==> src/rtl/reg_scoreboard_if.sv <==
// Bundle between decode/issue, writeback and the register-busy scoreboard.
// master: issue/writeback/decode side. It drives the requests and source
//         queries and reads back the status.
// slave : the scoreboard.
// Signals:
//   issue_valid/issue_reg/issue_ready  destination ownership handshake
//   wb_valid/wb_reg                    writeback completion
//   read_reg_a/b, busy_a/b             source-operand hazard query
//   busy_vec, wr_onehot, busy_count    registered status and RF write enable
//   err_spurious_wb                    sticky error flag
interface reg_scoreboard_if #(
  parameter int ADDR_W = 5
);
  localparam int NUM_REGS = 2**ADDR_W;

  logic                issue_valid;
  logic [ADDR_W-1:0]   issue_reg;
  logic                issue_ready;
  logic                wb_valid;
  logic [ADDR_W-1:0]   wb_reg;
  logic [ADDR_W-1:0]   read_reg_a;
  logic [ADDR_W-1:0]   read_reg_b;
  logic                busy_a;
  logic                busy_b;
  logic [NUM_REGS-1:0] busy_vec;
  logic [NUM_REGS-1:0] wr_onehot;
  logic [ADDR_W:0]     busy_count;
  logic                err_spurious_wb;

  modport master (
    output issue_valid, issue_reg, wb_valid, wb_reg, read_reg_a, read_reg_b,
    input  issue_ready, busy_a, busy_b, busy_vec, wr_onehot, busy_count,
           err_spurious_wb
  );

  modport slave (
    input  issue_valid, issue_reg, wb_valid, wb_reg, read_reg_a, read_reg_b,
    output issue_ready, busy_a, busy_b, busy_vec, wr_onehot, busy_count,
           err_spurious_wb
  );
endinterface

==> src/rtl/reg_scoreboard.sv <==
// Register-busy scoreboard. It tracks the architectural registers that have
// a write in flight: the bit is set on issue and cleared on writeback. It
// stalls dependent issue and produces the registered one-hot write enable
// for the register file.
// Ports:
//   clock       rising-edge clock
//   ctrl_reset  synchronous active-high reset
//   sb          reg_scoreboard_if.slave (see the interface for signal list)
module reg_scoreboard #(
  parameter int ADDR_W         = 5,
  parameter bit ZERO_HARDWIRED = 1'b1
) (
  input  logic             clock,
  input  logic             ctrl_reset,
  reg_scoreboard_if.slave  sb
);
  localparam int NUM_REGS = 2**ADDR_W;
  localparam logic [ADDR_W:0] CNT_ONE = (ADDR_W+1)'(1);

  logic [NUM_REGS-1:0] busy_q, busy_nxt;
  logic [NUM_REGS-1:0] onehot_q, onehot_nxt;
  logic [ADDR_W:0]     count_q, count_nxt;
  logic                err_q;

  logic clr_hit_issue, clr_hit_a, clr_hit_b;
  logic zero_issue, zero_a, zero_b, zero_wb;
  logic issue_ready;
  logic set_eff, clr_eff;

  assign clr_hit_issue = sb.wb_valid && (sb.wb_reg == sb.issue_reg);
  assign clr_hit_a     = sb.wb_valid && (sb.wb_reg == sb.read_reg_a);
  assign clr_hit_b     = sb.wb_valid && (sb.wb_reg == sb.read_reg_b);

  assign zero_issue = ZERO_HARDWIRED && (sb.issue_reg == '0);
  assign zero_a     = ZERO_HARDWIRED && (sb.read_reg_a == '0);
  assign zero_b     = ZERO_HARDWIRED && (sb.read_reg_b == '0);
  assign zero_wb    = ZERO_HARDWIRED && (sb.wb_reg == '0);

  // Same-cycle writeback frees the register, so issue and decode need not
  // wait for the bitmap to update.
  assign issue_ready = sb.issue_valid &&
                       (!busy_q[sb.issue_reg] || clr_hit_issue || zero_issue);

  assign sb.issue_ready = issue_ready;
  assign sb.busy_a      = busy_q[sb.read_reg_a] && !clr_hit_a && !zero_a;
  assign sb.busy_b      = busy_q[sb.read_reg_b] && !clr_hit_b && !zero_b;
  assign sb.busy_vec    = busy_q;
  assign sb.wr_onehot   = onehot_q;
  assign sb.busy_count  = count_q;
  assign sb.err_spurious_wb = err_q;

  // An accepted issue to a non-hardwired register always yields a set bit
  // after the edge. A writeback lowers the count only if the bit was set.
  // When both hit the same busy register, the net change is zero.
  assign set_eff = issue_ready && !zero_issue;
  assign clr_eff = sb.wb_valid && busy_q[sb.wb_reg];

  always_comb begin
    busy_nxt = busy_q;
    if (sb.wb_valid) busy_nxt[sb.wb_reg] = 1'b0;
    if (issue_ready) busy_nxt[sb.issue_reg] = 1'b1;
    if (ZERO_HARDWIRED) busy_nxt[0] = 1'b0;

    onehot_nxt = '0;
    if (sb.wb_valid) onehot_nxt[sb.wb_reg] = 1'b1;
    if (ZERO_HARDWIRED) onehot_nxt[0] = 1'b0;

    count_nxt = count_q;
    case ({set_eff, clr_eff})
      2'b10:   count_nxt = count_q + CNT_ONE;
      2'b01:   count_nxt = count_q - CNT_ONE;
      default: count_nxt = count_q;
    endcase
  end

  always_ff @(posedge clock) begin
    if (ctrl_reset) begin
      busy_q   <= '0;
      onehot_q <= '0;
      count_q  <= '0;
      err_q    <= 1'b0;
    end else begin
      busy_q   <= busy_nxt;
      onehot_q <= onehot_nxt;
      count_q  <= count_nxt;
      if (sb.wb_valid && !busy_q[sb.wb_reg] && !zero_wb) err_q <= 1'b1;
    end
  end
endmodule

==> src/flat_wrapper.sv <==
// flat-port wrapper written by rule: the top's interface ports become plain ports
module reg_scoreboard_flat 
#(
  parameter int ADDR_W         = 5,
  parameter bit ZERO_HARDWIRED = 1'b1
)
  (clock, ctrl_reset, sb_issue_valid, sb_issue_reg, sb_wb_valid, sb_wb_reg, sb_read_reg_a, sb_read_reg_b, sb_issue_ready, sb_busy_a, sb_busy_b, sb_busy_vec, sb_wr_onehot, sb_busy_count, sb_err_spurious_wb);
  reg_scoreboard_if #(.ADDR_W(ADDR_W)) sb_i ();
  input  logic clock;
  input  logic ctrl_reset;
  input wire logic [$bits(sb_i.issue_valid)-1:0] sb_issue_valid;
  input wire logic [$bits(sb_i.issue_reg)-1:0] sb_issue_reg;
  input wire logic [$bits(sb_i.wb_valid)-1:0] sb_wb_valid;
  input wire logic [$bits(sb_i.wb_reg)-1:0] sb_wb_reg;
  input wire logic [$bits(sb_i.read_reg_a)-1:0] sb_read_reg_a;
  input wire logic [$bits(sb_i.read_reg_b)-1:0] sb_read_reg_b;
  output wire logic [$bits(sb_i.issue_ready)-1:0] sb_issue_ready;
  output wire logic [$bits(sb_i.busy_a)-1:0] sb_busy_a;
  output wire logic [$bits(sb_i.busy_b)-1:0] sb_busy_b;
  output wire logic [$bits(sb_i.busy_vec)-1:0] sb_busy_vec;
  output wire logic [$bits(sb_i.wr_onehot)-1:0] sb_wr_onehot;
  output wire logic [$bits(sb_i.busy_count)-1:0] sb_busy_count;
  output wire logic [$bits(sb_i.err_spurious_wb)-1:0] sb_err_spurious_wb;
  assign sb_i.issue_valid = sb_issue_valid;
  assign sb_i.issue_reg = sb_issue_reg;
  assign sb_i.wb_valid = sb_wb_valid;
  assign sb_i.wb_reg = sb_wb_reg;
  assign sb_i.read_reg_a = sb_read_reg_a;
  assign sb_i.read_reg_b = sb_read_reg_b;
  assign sb_issue_ready = sb_i.issue_ready;
  assign sb_busy_a = sb_i.busy_a;
  assign sb_busy_b = sb_i.busy_b;
  assign sb_busy_vec = sb_i.busy_vec;
  assign sb_wr_onehot = sb_i.wr_onehot;
  assign sb_busy_count = sb_i.busy_count;
  assign sb_err_spurious_wb = sb_i.err_spurious_wb;
  reg_scoreboard #(.ADDR_W(ADDR_W), .ZERO_HARDWIRED(ZERO_HARDWIRED)) u_core (.clock(clock), .ctrl_reset(ctrl_reset), .sb(sb_i));
endmodule
==> config.mk <==
export PLATFORM = sky130hd
export DESIGN_NAME = reg_scoreboard_flat
export DESIGN_NICKNAME = d
export VERILOG_FILES = /design/src/rtl/reg_scoreboard_if.sv /design/src/rtl/reg_scoreboard.sv /design/src/flat_wrapper.sv
export SDC_FILE = /design/constraint.sdc
export NUM_CORES = 1
export LEC_CHECK = 0
export BUFFER_PORTS_ARGS = -buffer_cell sky130_fd_sc_hd__clkbuf_2
export CAP_MARGIN = 10
export CORE_MARGIN = 5
export CORE_UTILIZATION = 47
export DETAILED_ROUTE_END_ITERATION = 10
export PLACE_DENSITY = 0.71
export SYNTH_ARGS = -nofsm -noshare
export SYNTH_HDL_FRONTEND = slang
export SYNTH_SLANG_ARGS = --single-unit
==> constraint.sdc <==
create_clock -name clock -period 5.33 [get_ports clock]
set_clock_uncertainty 0.2 [all_clocks]
set_input_delay 1.066 -clock clock [delete_from_list [all_inputs] [get_ports clock]]
set_output_delay 1.066 -clock clock [all_outputs]
set_load 0.05 [all_outputs]
# == Yosys cells after proc, flatten, opt, wreduce, memory -nomap -nowiden ==
# Index checks and enable logic that the tools add are counted.
# totals
reg_bits,71
latchBits,0
mem_bits_rw,0
romBits,0
input_bits,24
elab_cells,68
n_memories,0
# classes
add_sub_neg,2
n_mul,0
div_mod_pow,0
order_cmp,6
n_eq_ne,5
n_shift,0
muxes,15
bitwise_logic,4
reduce_logical,30
# ops
op,n
32-bit two-way mux,2
32-bit bitwise AND,1
32-bit NOT,1
32-bit OR,1
"5-bit by 6-bit less-than comparator with 1-bit output, second input constant",4
1-bit binary-select mux with 5-bit select,4
5-bit logical NOT,4
5-bit equality test,3
1-bit logical AND,14
6-bit one-hot mux with 2 select lines,1
1-bit demux with 5-bit select,2
"5-bit by 1-bit >= comparator with 1-bit output, second input constant",2
1-bit logical NOT,8
"6-bit by 1-bit adder with 6-bit output, second input constant",1
1-bit two-way mux,6
"6-bit by 1-bit subtractor with 6-bit output, second input constant",1
"2-bit by 1-bit equality test with 1-bit output, second input constant",1
"2-bit equality test, second input constant",1
1-bit logical OR,2
2-bit nonzero test,1
2-bit OR reduction,1
1-bit NOT,1

# == Longest topological paths before layout ==
# depth
word_depth,9
depth_mapped,19
ltp_nobuf,15

# == Worst setup path before layout ==
# OpenSTA, ideal clock, no wires.
# synth_path
path_type,input to register
start,in sb_issue_reg[2]
end,reg u_core.count_q[4] (netlist: u_core.sb.busy_count[4])
arrival_time_ns,4.229
path_slack_ns,0.771
path_stages,19
path_buffers,4
cell_sequence,buf_6 -> or3b_2 -> buf_2 -> o22ai_1 -> or4_1 -> o41ai_2 -> a31oi_4 -> buf_6 -> nand3b_1 -> ha_1 -> clkbuf_1 -> xor2_1 -> ha_1 -> a21o_1 -> a221oi_1 -> a21oi_1 -> a31oi_1 -> or3_1 -> a21oi_1
# synth_between
elab_chain_cells,9
elab_cells_between_ends,15
classes_between,eq/ne (3); mux (3); reduce/logical (9)
# synth_lines
element,line_no,source
start: declaration,flat_wrapper.sv:12,input wire logic [$bits(sb_i.issue_reg)-1:0] sb_issue_reg;
1-bit binary-select mux with 5-bit select,reg_scoreboard.sv:42,(!busy_q[sb.issue_reg] || clr_hit_issue || zero_issue);
1-bit two-way mux (not written as such),reg_scoreboard.sv:42,
1-bit logical NOT,reg_scoreboard.sv:42,
1-bit logical OR (2 in series),reg_scoreboard.sv:42,
1-bit logical AND,reg_scoreboard.sv:41,assign issue_ready = sb.issue_valid &&
1-bit logical AND (*),reg_scoreboard.sv:55,assign set_eff = issue_ready && !zero_issue;
2-bit by 1-bit equality test with 1-bit output or 2-bit equality test (tied branches),reg_scoreboard.sv:69,"case ({set_eff, clr_eff})"
6-bit one-hot mux with 2 select lines or 2-bit nonzero test (tied branches),n/a,
end signal: assignment,reg_scoreboard.sv:85,count_q <= count_nxt;
end: declaration,reg_scoreboard.sv:22,"logic [ADDR_W:0] count_q, count_nxt;"
# Mark *: on every way between the ends. The rest lies on a longest branch, timed or not. The select of a mux whose other input is x is not followed.
# A chain may end at the register's enable or synchronous reset.

# == Worst setup path in the final report ==
# layout_path
start,in sb_issue_reg[1]
end,out sb_issue_ready
# layout_between
elab_chain_cells,6
elab_cells_between_ends,9
classes_between,eq/ne (1); mux (2); reduce/logical (6)
# layout_lines
element,line_no,source
1-bit binary-select mux with 5-bit select,reg_scoreboard.sv:42,
1-bit two-way mux (not written as such),reg_scoreboard.sv:42,
1-bit logical NOT,reg_scoreboard.sv:42,
1-bit logical OR,reg_scoreboard.sv:42,
1-bit logical OR (*),reg_scoreboard.sv:42,
1-bit logical AND (*),reg_scoreboard.sv:41,
end: declaration,flat_wrapper.sv:17,output wire logic [$bits(sb_i.issue_ready)-1:0] sb_issue_ready;
# Marks and branches as above.

==> metrics.md <==
| Metric | Value |
|---|---|
| Post-CTS Setup Bufs | 0 |
| Mux cell area share after synthesis | 0.1881 |
| WP buf/inv | 3 |
| Layout cells sized above 1 | 0.3166 |
| Crit share post-route | 0.8743 |
| Initial Util | 0.4729 |
| Post-Synth Adder-Cell Area | 0.009236 |
| First-pass GRT wire length | 18890 um |
| Status | completed |
| # rows | 34 |
| Final instance area | 4750 um^2 |
| Largest family of logic cells by synthesized area | simple AND/OR/NAND/NOR gates |
| Clk sinks | 69 |
| Gr usage total | 0.2343 |
| Fillers | 768 |
| DRC viols | 0 |
| Area grow syn2layout | 16.87% |
| Design Power | 1224 uW |
| CTS tree | built |
| Lkg Pwr | 0.001860 uW |
| Post-Place Setup Slack | 0.5017 ns |
| Final Max Slew Viols | 0 |
| CTS buffer count | 9 |
| RSZ-0062 raised after global routing | no |
| Crit path largest cell delay | 0.55 ns |
| Grt ovf | 0 |
| Req. time, crit path | 4.06 ns |
| Root Driver | clkbuf_8 |
| Die H | 103.0 um |
| Antenna Cells | 0 |
| Final Hold Vio Count | 0 |
| Fin crit period | 4.660 ns |
| H-Tree Level Count | 3 |
| Clock latency on the worst-skew pair | 0.36 ns |
| Worst vdd ir | 101.9 uV |
| Post-Synth Simple-Gate Area | 0.2026 |
| Worst setup margin | 0.6698 ns |
| Area after DPL | 4492 um^2 |
| Post-DRT Antenna Nets | 0 |
| Most frequent cells in the layout | clkbuf_2 (95), dfxtp_1 (69), nor2_1 (43) |
| Post-Syn Area | 4064 um^2 |
| YS warnings | 0 |
| Die Area | 10610 um^2 |
| Largest net degree at the start of global routing | 44 |
| Number of synthesized flops with an enable pin | 0 |
| Fraction of registers with async set/reset | 0 |
| Vias in the first global route | 3449 |
| WL/cell | 20.01 um |
| Fin nets | 521 |
| 1st-pass router iterations | 5 |
| IO Count | 98 |
| Leading cell type in the layout, fill and taps excluded | clkbuf_2 |
| Register Area | 1381 um^2 |
| Vias per cell | 5.985 |
| Max Cap Viol | 0 |
| Reg clk slew, reported paths | 0.08 ns |
| Most frequent CP cell | clkbuf_2 |
| Crit-path slowest cell | or4_1 |
| Worst Hold Class | reg -> reg |
| Final hold slack | 0.3064 ns |
| Initial antenna violation count | 0 |
| Complex-gate fraction of the synthesized area | 0.1610 |
| Seq/Total Area, Yosys | 0.3399 |
| Core area | 8593 um^2 |
| Gate Count Post-Synth | 422 |
| Fraction of synthesized cell area in xor and xnor cells | 0.04310 |
| Crit-path cells | clkbuf_2 -> mux2i_1 -> o22ai_1 -> or4_1 -> o41ai_2 -> a31oi_4 -> buf_4 -> and2b_1 -> clkbuf_2 |
| Setup CP Type | in -> out |
| RePlAce Congestion | 0.9083 |
| Syn Area/Cell | 9.630 um^2 |
| Drt initial violations | 236 |
| Power density over the cells | 257.8 nW/um^2 |
| Max Freq | 214.6 MHz |
| Routed vias | 3633 |
| Final setup vio count | 0 |
| Critical Path Source Type | input port |
| PostCTS Resize Cnt | 0 |
| Ys flop type | dfxtp_1 |
| Die X | 103.0 um |
| Number of port buffers | 95 |
| Seq cells post-synth | 69 |
| Crit path capture type | output port |
| Distinct cells, synth | 47 |
| CP arrival | 3.39 ns |
| Area of the multi-input gates | 2462 um^2 |
| Worst Max-Slew Pin Slew | 0.8732 ns |
| Slew headroom | 0.4179 |
| Hold-fix buffers at CTS | 0 |
| Maximum clock insertion buffer count | 2 |
| Critical path fanouts, max | 32 |
| CP top delay family | buffers and inverters |
| Setup TNS | 0 ns |
| Final wirelength | 12150 um |
| DP HPWL | 8732 um |
routing by layer:
layer  track usage  vias up  wire length [um]
li1              -     1677                 -
met1        0.3123     1768              5175
met2        0.3720      166              5661
met3       0.04736       22              1048
met4       0.09562        0               263
met5             0        -                 0
power by group:
part	total [uW]	internal, uW	switching (uW)	leakage, uW
clock network	536	337	199	0.000126
logic	159	48.5	110	0.00118
registers	529	521	8.27	0.000557
per-stage QoR:
| step | std cells | util |
|---|---|---|
| floorplan | 423 | - |
| global placement | 591 | 0.5227 |
| detailed placement | 591 | 0.5227 |
| CTS | 607 | 0.5527 |
| global route | 607 | 0.5527 |
| finish | 607 | 0.5527 |
Yosys cell counts, types with 7 or more instances:
library cell  instances  area, um^2
dfxtp_1              69        1381
nor2_1               43       161.4
o21ai_0              32       160.2
nor2b_1              30       187.7
mux4_2               24       540.5
o31ai_1              23       172.7
mux2i_1              19       190.2
clkbuf_1             17       63.81
nand3b_1             17       127.6
nand2_1              12       45.04
nand2b_1             12       75.07
xor2_1               11       96.34
a21oi_1              10       50.05
o31ai_2               9       112.6
xnor2_1               9       78.83
buf_2                 8       40.04
nand3_1               7       35.03
sequential cells by signal (all words and copies together) (netlist names):
signal                     cells
u_core.sb.busy_vec            31
u_core.sb.wr_onehot           31
u_core.sb.busy_count           6
u_core.sb.err_spurious_wb      1
layout make-up:
cell class,instances,area share
clock buffers,11,0.03188
clock inverters,5,0.02239
inverters,4,0.003161
multi-input cells,312,0.5184
flip-flops and latches,69,0.2908
well taps,108,0.02845
repair buffers,98,0.1048
cells by family after synthesis:
family                     count (synthesis)
xor gates and xnor gates                  20
other                                      1
AOI/OAI and AO/OA                         93
and+or+nand+nor                          148
buffers and inverters                     42
muxes                                     46
adders and majority gates                  3
DFF                                       69
worst min-delay path: stages (launching register included):
cell	delay (ns)
dfxtp_1	0.35
a31oi_1	0.05
nor2_1	0.07
path summary, 6_finish.rpt:
kind,from,end,slack (ns),cells past startpoint
min reg2reg,u_core.sb.err_spurious_wb,u_core.sb.err_spurious_wb,0.31,2
max,sb_issue_reg[1],sb_issue_ready,0.67,9
min,u_core.sb.err_spurious_wb,u_core.sb.err_spurious_wb,0.31,2
max reg2reg,u_core.sb.busy_vec[11],u_core.sb.busy_count[4],1.68,14
(Power assumes the default switching activity.)
